## src/rtl/rd_burst_master.sv

```systemverilog
// Credit-limited read-burst master: issues sequential reads to a fixed-latency slave and buffers
// the returned words in a FIFO. Define RD_BURST_WRAP_EN to let a burst wrap past the top address.
module rd_burst_master #(
    parameter int ADDR_W     = 8,
    parameter int DATA_W     = 8,
    parameter int RD_LAT     = 2,
    parameter int FIFO_DEPTH = 4
) (
    input  logic              clock,
    input  logic              reset_n,
    input  logic              start,
    input  logic [ADDR_W-1:0] base_addr,
    input  logic [ADDR_W-1:0] len,
    output logic              read,
    output logic              enable,
    output logic [ADDR_W-1:0] addr,
    input  logic [DATA_W-1:0] data,
    output logic [DATA_W-1:0] out_data,
    output logic              out_valid,
    input  logic              out_ready,
    output logic              busy,
    output logic              done,
    output logic              err
);

    localparam int CW = $clog2(FIFO_DEPTH) + 1;
    localparam int PW = (FIFO_DEPTH > 1) ? $clog2(FIFO_DEPTH) : 1;
    localparam logic [CW:0] DEPTH_W = (CW+1)'(FIFO_DEPTH);

    typedef enum logic [1:0] {IDLE, ISSUE, DRAIN, DONE} state_t;

    state_t             state, state_nxt;
    logic [ADDR_W-1:0]  cur_addr, remain;
    logic [RD_LAT-1:0]  vld_pipe;
    logic [CW-1:0]      outstanding, count;
    logic [PW-1:0]      wr_ptr, rd_ptr;
    logic [DATA_W-1:0]  fifo_mem [FIFO_DEPTH];
    logic               zlen_q;
    logic               credit, issue, trunc, last, push, pop, accept;

    function automatic logic [PW-1:0] ptr_inc(input logic [PW-1:0] p);
        return (p == PW'(FIFO_DEPTH - 1)) ? '0 : p + PW'(1);
    endfunction

    // Slots already promised (in flight) plus slots occupied must leave room for one more word.
    assign credit = ({1'b0, outstanding} + {1'b0, count}) < DEPTH_W;
    assign issue  = (state == ISSUE) && credit;
    assign push   = vld_pipe[RD_LAT-1];
    assign pop    = out_valid && out_ready;
    assign accept = (state == IDLE) && start && (len != '0);

`ifdef RD_BURST_WRAP_EN
    assign trunc = 1'b0;
`else
    assign trunc = (&cur_addr) && (remain != ADDR_W'(1));
`endif
    assign last = issue && ((remain == ADDR_W'(1)) || trunc);

    always_ff @(posedge clock) begin
        if (!reset_n) state <= IDLE;
        else          state <= state_nxt;
    end

    always_comb begin
        state_nxt = state;
        case (state)
            IDLE:    if (accept) state_nxt = ISSUE;
            ISSUE:   if (last) state_nxt = DRAIN;
            DRAIN:   if (outstanding == '0 && count == '0) state_nxt = DONE;
            default: state_nxt = IDLE;
        endcase
    end

    always_comb begin
        read      = issue;
        enable    = issue;
        addr      = cur_addr;
        busy      = (state != IDLE);
        done      = (state == DONE) || zlen_q;
        err       = zlen_q || (issue && trunc);
        out_valid = (count != '0);
        out_data  = out_valid ? fifo_mem[rd_ptr] : '0;
    end

    always_ff @(posedge clock) begin
        if (!reset_n) begin
            cur_addr    <= '0;
            remain      <= '0;
            vld_pipe    <= '0;
            outstanding <= '0;
            count       <= '0;
            wr_ptr      <= '0;
            rd_ptr      <= '0;
            zlen_q      <= 1'b0;
        end else begin
            zlen_q <= (state == IDLE) && start && (len == '0);
            if (accept) begin
                cur_addr <= base_addr;
                remain   <= len;
            end else if (issue) begin
                cur_addr <= cur_addr + ADDR_W'(1);
                remain   <= remain - ADDR_W'(1);
            end
            vld_pipe[0] <= issue;
            for (int i = 1; i < RD_LAT; i++) vld_pipe[i] <= vld_pipe[i-1];
            case ({issue, push})
                2'b10:   outstanding <= outstanding + CW'(1);
                2'b01:   outstanding <= outstanding - CW'(1);
                default: outstanding <= outstanding;
            endcase
            case ({push, pop})
                2'b10:   count <= count + CW'(1);
                2'b01:   count <= count - CW'(1);
                default: count <= count;
            endcase
            if (push) wr_ptr <= ptr_inc(wr_ptr);
            if (pop)  rd_ptr <= ptr_inc(rd_ptr);
        end
    end

    // Storage needs no reset; out_data is masked while the buffer is empty.
    always_ff @(posedge clock) begin
        if (push) fifo_mem[wr_ptr] <= data;
    end

endmodule

```

## config.mk

```make
export PLATFORM = sky130hd
export DESIGN_NAME = rd_burst_master
export DESIGN_NICKNAME = d
export VERILOG_FILES = /design/src/rtl/rd_burst_master.sv
export SDC_FILE = /design/constraint.sdc
export NUM_CORES = 1
export LEC_CHECK = 0
export BUFFER_PORTS_ARGS = -buffer_cell sky130_fd_sc_hd__buf_4
export CORE_ASPECT_RATIO = 0.6
export CORE_UTILIZATION = 50
export CTS_CLUSTER_SIZE = 16
export DETAILED_ROUTE_END_ITERATION = 12
export PLACE_DENSITY_LB_ADDON = 0.25
export SYNTH_ARGS = -nofsm -noshare
export SYNTH_HDL_FRONTEND = slang
export SYNTH_SLANG_ARGS = --single-unit
```

## constraint.sdc

```tcl
create_clock -name clock -period 2.43 [get_ports clock]
set_input_delay 0.243 -clock clock [delete_from_list [all_inputs] [get_ports clock]]
set_output_delay 0.243 -clock clock [all_outputs]
set_load 0.1 [all_outputs]
```

* Word level (Yosys, flattened, before mapping) *
Memories as Yosys holds them, arrays and structs flattened. A register that Yosys moved wholly into a read port is not among the register bits.
Cells that the tools add are included.

storage, ports and cells
  register bits = 31
  RAM bits = 32
  input port bits = 28
  output and inout port bits = 22
  memories kept = 1

cells by class
  add/sub/neg operators = 9
  magnitude comparators = 1
  equality and inequality tests = 14
  mux-type cells = 17
  reductions and logical operators = 24

memory list
  name      words  width  rd ports  clocked after Yosys merged registers in  write ports  RTL line  text
  fifo_mem  4      8      1         1                                        1            37        logic [DATA_W-1:0] fifo_mem [FIFO_DEPTH];

operator list
  operator                                                                  count
  8-bit two-way mux                                                         5
  2-bit two-way mux                                                         7
  2-bit == test (second input constant)                                     6
  3-bit one-hot mux with 2 select lines                                     2
  1-bit logical AND                                                         9
  8-bit by 1-bit adder with 8-bit output (second input constant)            1
  8-bit by 1-bit == test with 1-bit output (second input constant)          1
  8-bit logical NOT                                                         1
  8-bit by 1-bit inequality test with 1-bit output (second input constant)  1
  8-bit AND reduction                                                       1
  2-bit nonzero test                                                        4
  8-bit nonzero test                                                        1
  8-bit by 1-bit subtractor with 8-bit output (second input constant)       1
  3-bit by 1-bit adder with 3-bit output (second input constant)            2
  2-bit by 1-bit == test with 1-bit output (second input constant)          3
  3-bit logical NOT                                                         2
  2-bit inequality test (second input constant)                             3
  2-bit one-hot mux with 3 select lines                                     1
  3-bit by 1-bit subtractor with 3-bit output (second input constant)       2
  2-bit by 1-bit adder with 2-bit output (second input constant)            2
  3-bit by 3-bit adder with 4-bit output                                    1
  4-bit by 3-bit < comparator with 1-bit output (second input constant)     1
  1-bit logical OR                                                          3
  3-bit AND reduction                                                       1
  3 further kinds                                                           4

* Depth between registers and ports, before layout *
Gate-level depths: netlist (run 1).

  depth in word-level cells = 6
  depth in mapped cells = 10

* Worst setup path after synthesis (run 1) *
Ideal clock, no wire load.

  kind = reg2reg
  from = register count[0]
  to = register count[2]
  library setup time = 71 ps
  arrival time = 2960 ps
  required time = 2359 ps
  path slack = -600 ps
  stages on the path, launching flop included = 11
  buffers on the path = 1
  clock period less this slack = 3030 ps
  cells stage by stage = dfxtp_1 > or3_1 > clkbuf_1 > nand2_1 > inv_1 > ha_1 > inv_1 > fa_1 > xor2_1 > or3_1 > a21oi_1

between the ends
  longest elaborated chain between the ends = 4
  elaborated cells between the ends (all ways) = 8
  those cells by class = add/sub (2); eq/ne (2); mux (1); reduce/logical (3)

ends and longest elaborated chain
  what                                                                         RTL line  text
  from (decl)                                                                  35        logic [CW-1:0] outstanding, count;
  from (signal assigned)                                                       112       2'b10: count <= count + CW'(1);
  from (signal assigned)                                                       113       2'b01: count <= count - CW'(1);
  from (signal assigned)                                                       114       default: count <= count;
  3-bit nonzero test *                                                         81        out_valid = (count != '0);
  named net out_valid                                                          19        output logic out_valid,
  1-bit logical AND *                                                          49        assign pop = out_valid && out_ready;
  2-bit by 1-bit == test with 1-bit output or 2-bit == test (tied branches)    111       case ({push, pop})
  3-bit one-hot mux with 2 select lines or 2-bit nonzero test (tied branches)  n/a

Mark *: on every way through the listed nets, which the timed path passes. The rest lies on a longest branch.
A chain may end at the register's enable or synchronous reset.

* Worst setup path in the final report (run 1) *
  from = register outstanding[2]
  to = output port read

between the ends
  longest elaborated chain between the ends = 3

ends and longest elaborated chain
  what                                           RTL line  text
  from (decl)                                    35
  from (signal assigned)                         107       2'b10: outstanding <= outstanding + CW'(1);
  from (signal assigned)                         108       2'b01: outstanding <= outstanding - CW'(1);
  from (signal assigned)                         109       default: outstanding <= outstanding;
  3-bit by 3-bit adder with 4-bit output         46        assign credit = ({1'b0, outstanding} + {1'b0, count}) < DEPTH_W;
  4-bit by 3-bit < comparator with 1-bit output  46
  1-bit logical AND                              47        assign issue = (state == ISSUE) && credit;
  to (decl)                                      14        output logic read,

Every way passes these cells.

==> metrics.md, run 1 <==
| Metric | Value |
|---|---|
| Final setup viols | `0` |
| Starting DRT DRC Count | `116` |
| Min-delay worst type | `in -> reg` |
| Clock power share | `21.2%` |
| Vias in the first global route | `2081` |
| R2R depth | `8` |
| R2R Path End | `outstanding[2]` |
| Synth warn | `0` |
| Total die area | `6410 sq um` |
| CP delay by family, top | `buffers and inverters` |
| Sequential power share | `31.5%` |
| Share of the clock period used by the worst path | `95.8%` |
| Area contributors post-synth | `edfxtp_1, dfxtp_1, ha_1` |
| Post-cts resize count | `0` |
| Mean Syn Cell Area | `12.1 sq um` |
| Postcts setup bufs | `0` |
| Routed WL | `6060 um` |
| Post-DP HPWL | `4350 um` |
| Arrival time at the worst endpoint | `2.08 ns` |
| Starting Density | `53.1%` |
| Hold buffer count at cts | `0` |
| Run status | `completed` |
| Worst-margin pin slew | `0.658 ns` |
| Async SR Flop Fraction | `0%` |
| Worst path max stage delay | `0.35 ns` |
| PwrDens | `1290 nW/um^2` |
| Total CTS buffers | `9` |
| Pre-CTS setup slack | `0.0894 ns` |
| CP bufs+invs | `4` |
| Critical path endpoint category | `output port` |
| Worst hold path depth | `1` |
| Initial antenna violation count | `0` |
| Final Hold Fails | `0` |
| Switching Fraction | `45.8%` |
| Vias/cell | `5.34` |
| Number of I/O port buffers | `49` |
| Leakage | `1.45 nW` |
| Yosys top cell area share | `31.6%` |
| CP Max Fanout | `12` |
| Drt pass-1 iters | `4` |
| Yosys cell types | `40` |
| Crit Reg-Reg Startpoint | `outstanding[2]` |
| Post-synth EDFFs | `32` |
| Internal power | `0.00260 W` |
| Row Count | `21` |
| CTS sink count | `65` |
| Hold Path Origin | `data[2]` |
| Register bit total from synthesis | `65` |
| Fin nets | `354` |
| Commonest non-fill, non-tap cells in the layout | `buf_4, edfxtp_1, dfxtp_1` |
| Fin Clk Skew | `0.00794 ns` |
| Final hold slack | `0.105 ns` |
| Vias after detailed routing | `2097` |
| Clock Latency Late Sink | `0.33 ns` |
| Die height | `62.4 um` |
| Sequential share of the synthesized area | `53.3%` |
| Fraction of layout instances using a drive strength above 1 | `30.7%` |
| CP cell instances | `ha_1 > nor4b_4 > nand2_2 > buf_4 > inv_1 > buf_4 > buf_6` |
| Ant. Diodes | `0` |
| R2R Setup Slk | `0.13 ns` |
| Critical Path Start | `outstanding[2]` |
| Clock buffer depth | `2` |
| Final cell count without fillers | `393` |
| Routability congestion estimate | `0.777` |
| # IOs | `50` |
| Most used cell, CP | `buf_4` |
| CTS tree | `yes` |
| CP Launch Type | `register` |
| Hold worst-path end | `fifo_mem[0][2]` |
| Setup ws final | `0.102 ns` |
| WS Path Type | `reg -> out` |
| Total power | `0.00481 W` |
| Clock root buffer | `clkbuf_8` |
| Critical path data required time | `2.19 ns` |
| Most common cell after layout, fill and taps aside | `buf_4` |
| Reported max-cap violation count | `0` |
| Htree depth | `3` |
| Syn nets | `297` |
| Fin crit period | `2.33 ns` |
| Die X | `103 um` |
| Wire length per cell | `15.4 um` |
| RSZ-0062 raised after global routing | `false` |
| Main flop type after synthesis | `dfxtp_1` |
| Slowest-stage cell, CP | `dfxtp_1` |
| Core region area | `5730 sq um` |
| Cells after Synth | `251` |
| Residual DRC | `0` |
| Setup TNS | `0 ns` |
| Total GRT Usage | `21.5%` |
| Area leader, netlist | `edfxtp_1` |
| Synth-to-layout area growth | `23.0%` |
| Max Fclk | `430 MHz` |
| Clk slew on worst S/H paths | `0.08 ns` |
| Max_slew headroom | `55.9%` |
| Combinational share of power | `47.3%` |
| Largest net degree at the start of global routing | `20` |
| Max-slew violations | `0` |
| Placed cell count | `377` |
| Final ANT Viol Nets | `0` |
| VDD IR max | `0.894 mV` |
| Gr ovfl total | `0` |
| NetSw | `0.00220 W` |
| First-pass GRT wire length | `10300 um` |
| Synthesized cell area | `3040 sq um` |
==> worst max path at each step <==
stage / end / slack (ns) / cells past startpoint
finish: read / 0.10 / 7
global route: read / 0.01 / 7
CTS: enable / 0.04 / 7
detailed placement: outstanding[2] / 0.09 / 8
global placement: outstanding[2] / 0.19 / 8
floorplan: count[2] / -0.06 / 10
==> logic make-up (layout without fill, tap and decap cells) <==
kind of cell | Yosys count | in the layout | synth area share [%]
multiplexers | 11 | 11 | 6.91
AND/OR/NAND/NOR | 75 | 75 | 13.4
buffers and inverters | 24 | 86 | 3.78
flip-flops | 65 | 65 | 53.3
adder cells (fa/ha/maj) | 18 | 18 | 7.90
AO/OA/AOI/OAI | 40 | 40 | 9.54
XOR/XNOR | 18 | 18 | 5.18
==> flip-flops by register name (all words and copies together), names as in the netlist, named ones only <==
signal	count
addr	8
count	3
fifo_mem	32
outstanding	3
rd_ptr	2
remain	8
state	2
vld_pipe	2
wr_ptr	2
zlen_q	1
==> metal layers <==
layer	track usage, %	share of wire (%)
met5	0	0
met1	33.3	52
met3	5.93	4.7
met4	4.82	0.56
met2	29.9	43
==> cell usage after synthesis, types with 8 or more instances <==
cell,n
o21ai_0,11
ha_1,16
edfxtp_1,32
inv_1,13
a21oi_1,14
nor2_1,17
nand2_1,13
and2_1,14
mux4_2,8
xor2_1,11
dfxtp_1,33
==> through the flow <==
stage | utilization (%) | area (sq um)
global route | 65.3 | 3740
floorplan | - | 3050
CTS | 65.1 | 3730
finish | 65.3 | 3740
detailed placement | 61.2 | 3500
global placement | 61.2 | 3500
==> cell type report <==
type	instances	area, sq um
multi-input cells	162	1310
clock buffers	9	124
clock inverters	7	103
fillers	455	1990
well taps	80	100
inverters	14	52.6
repair buffers	56	428
flip-flops and latches	65	1620
==> worst register-to-register path: cells and delay by family (launching register included) <==
family / cells / cell delay (ns)
adders and majority gates: 3 / 0.93
and+or+nand+nor: 3 / 0.66
DFF: 1 / 0.35
AOI/OAI and AO/OA: 1 / 0.14
xor gates and xnor gates: 1 / 0.15
==> power by group through the flow <==
stage	Sequential [W]	Combinational, W	Clock [W]
finish	0.00151	0.00227	0.00102
global route	0.00154	0.00243	0.00108
CTS	0.00151	0.00226	0.00104
detailed placement	0.00153	0.00224	0
global placement	0.00152	0.00223	0
floorplan	0.00179	0.00151	0
Note: power is estimated with default switching activity, not from simulation.
==> inputs of run 2 (changes only) <==
Settings changed: ABC_AREA from default to 1, CORE_ASPECT_RATIO 0.6 to 1.5, CORE_UTILIZATION 50 to 51.
==> run 2 against run 1 <==
Compared with the run above: register-to-register slack better by 0.20 ns; clock-buffer cell count increased by 1; sequential power hardly changed; non-clock buffer count shrank 1; wire length up 17%; first-iteration DRC count rose by 26%; worst hold slack worse by 0.0024 ns; cell area increased by 7.4%; critical path depth increased by 1; highest routed layer unchanged; clock skew grew 0.0017 ns; power up 21%.
==> metrics.md, run 2 <==
| Metric | Value |
|---|---|
| Run status | `completed` |
| Routability congestion estimate | `0.944` |
| Placed cell count | `503` |
| Main flop type after synthesis | `dfxtp_1` |
| Util after Layout | `65.5%` |
| Vias after detailed routing | `2713` |
| CP Launch Type | `register` |
| Pre-CTS setup slack | `0.342 ns` |
| Slowest-stage cell, CP | `dfxtp_1` |
| Total GRT Usage | `23.3%` |
| Final ANT Viol Nets | `0` |
| Clock power share | `18.6%` |
| Yosys cell types | `28` |
| Top-count cell post-synth | `nor2_1` |
| Sequential share of the synthesized area | `50.1%` |
| Final Hold Fails | `0` |
| Post-DP HPWL | `5170 um` |
| Most flop-heavy register | `fifo_mem` |
| Gr ovfl total | `0` |
| Post-cts resize count | `0` |
| Largest net degree at the start of global routing | `27` |
| Initial antenna violation count | `0` |
| Total power | `0.00581 W` |
| Sequential power share | `25.8%` |
| Arrival time at the worst endpoint | `1.97 ns` |
| DP Area | `3780 sq um` |
| Most common cell after layout, fill and taps aside | `nor2_1` |
| Htree depth | `3` |
| Row Count | `35` |
| Vias/cell | `5.23` |
| Fin Clk Skew | `0.00961 ns` |
| Max_slew headroom | `55.6%` |
| Share of the clock period used by the worst path | `91.1%` |
| Die X | `67.0 um` |
| WS Path Type | `reg -> out` |
| Critical path endpoint category | `output port` |
| Last element of the critical path | `err` |
| Drt pass-1 iters | `7` |
| Synthesized cell area | `3240 sq um` |
| Combinational share of power | `55.6%` |
| Synth-to-layout area growth | `24.1%` |
| First-pass GRT wire length | `11600 um` |
| # IOs | `50` |
| Hold buffer count at cts | `0` |
| Critical path data required time | `2.19 ns` |
| Residual DRC | `0` |
| Number of I/O port buffers | `49` |
| Final cell count without fillers | `519` |
| CP bufs+invs | `2` |
| Worst path max stage delay | `0.41 ns` |
| Yosys top cell area share | `29.7%` |
| Max Fclk | `452 MHz` |
| Routed WL | `7070 um` |
| Switching Fraction | `51.1%` |
| Postcts setup bufs | `0` |
| Leakage | `1.76 nW` |
| NetSw | `0.00297 W` |
| Fin nets | `486` |
| Area leader, netlist | `edfxtp_1` |
| Clock root buffer | `clkbuf_8` |
| Wire length per cell | `13.6 um` |
| Clock Latency Late Sink | `0.34 ns` |
| RSZ-0062 raised after global routing | `false` |
| Worst-margin pin slew | `0.663 ns` |
| Fraction of layout instances using a drive strength above 1 | `19.6%` |
| Area contributors post-synth | `edfxtp_1, dfxtp_1, nor2_1` |
| Syn nets | `431` |
| Internal power | `0.00284 W` |
| Starting DRT DRC Count | `146` |
| Top cells by count, synth | `nor2_1, nand2_1, inv_1` |
| Commonest non-fill, non-tap cells in the layout | `nor2_1, buf_4, nand2_1` |
| Die height | `99.6 um` |
| Crit Reg-Reg Startpoint | `outstanding[1]` |
| Worst path depth | `8` |
| R2R Path End | `outstanding[2]` |
| R2R Setup Slk | `0.33 ns` |
| Final instance area | `4020 sq um` |
| CTS tree | `yes` |
| Final setup viols | `0` |
| Ant. Diodes | `0` |
| Clk slew on worst S/H paths | `0.07 ns` |
| Starting Density | `52.8%` |
| Max-slew violations | `0` |
| Async SR Flop Fraction | `0%` |
| Clock buffer depth | `2` |
| Max reg flops | `32` |
| Core region area | `6130 sq um` |
| PwrDens | `1450 nW/um^2` |
| Mean Syn Cell Area | `8.40 sq um` |
| Min-delay worst type | `in -> reg` |
| Vias in the first global route | `2623` |
| CP Max Fanout | `16` |
| VDD IR max | `0.775 mV` |
| R2R depth | `11` |
| Register bit total from synthesis | `65` |
| Setup ws final | `0.217 ns` |
| Total CTS buffers | `9` |
| Critical Path Start | `outstanding[1]` |
| Cells after Synth | `385` |
| Reported max-cap violation count | `0` |
| Fin crit period | `2.21 ns` |
| Total die area | `6670 sq um` |
| CTS sink count | `65` |
| CP cell instances | `ha_1 > nand2_1 > nor2_1 > nor2_4 > buf_4 > nand2_1 > o21bai_2 > buf_4` |
| Post-synth EDFFs | `32` |
| CP delay by family, top | `buffers and inverters` |
| Synth warn | `0` |
==> run 2: cell count changes in the layout (fill, tap and decap cells not counted), moves of 7 or more <==
cell	previous run	this run
inv_1	13	47
xnor2_1	7	0
a21oi_1	14	21
o21ai_1	0	8
nor2_1	17	73
and2_1	14	0
nand2_1	13	48
mux4_2	8	0
nand3_1	7	28
a21oi_4	0	8
o21ai_0	11	31
==> run 2: layout make-up <==
type                    count  area [sq um]
repair buffers             55           413
clock inverters             6           108
multi-input cells         260          1470
clock buffers              10           128
flip-flops and latches     65          1620
well taps                  74          92.6
inverters                  49           184
fillers                   526          2120
==> run 2: worst min path at each step <==
stage,start,endpoint,slack (ns),depth (start not counted)
after floorplan,data[0],fifo_mem[0][0],0.34,0
after global placement,vld_pipe[0],vld_pipe[1],0.40,2
after detailed placement,vld_pipe[0],vld_pipe[1],0.42,2
after CTS,data[6],fifo_mem[2][6],0.1,1
after global routing,data[6],fifo_mem[2][6],0.09,1
final,data[6],fifo_mem[0][6],0.10,1
==> run 2: cells by family after synthesis <==
kind of cell | after synthesis | share of synthesized area [%]
XOR/XNOR | 7 | 1.89
flip-flops | 65 | 50.1
AND/OR/NAND/NOR | 162 | 21.0
adder cells (fa/ha/maj) | 18 | 7.42
AO/OA/AOI/OAI | 73 | 12.0
buffers and inverters | 60 | 7.54
==> run 2: metrics by stage <==
step | TNS [ns] | hold WS, ns
after floorplan | -0.279 | 0.342
after global placement | 0 | 0.399
after detailed placement | 0 | 0.416
after CTS | 0 | 0.0968
after global routing | 0 | 0.0940
final | 0 | 0.103
==> run 2: per-layer routing <==
layer	share of wire [%]	track usage [%]
met1	40	25.0
met2	55	42.8
met3	3.9	4.24
met4	1.1	9.49
met5	0	0
==> run 2: power groups by stage <==
stage	combinational [W]	clock [W]	sequential (W)
final	0.00323	0.00108	0.00150
after global routing	0.00351	0.00114	0.00152
after CTS	0.00325	0.00109	0.00150
after detailed placement	0.00323	0	0.00152
after global placement	0.00317	0	0.00151
after floorplan	0.00236	0	0.00172
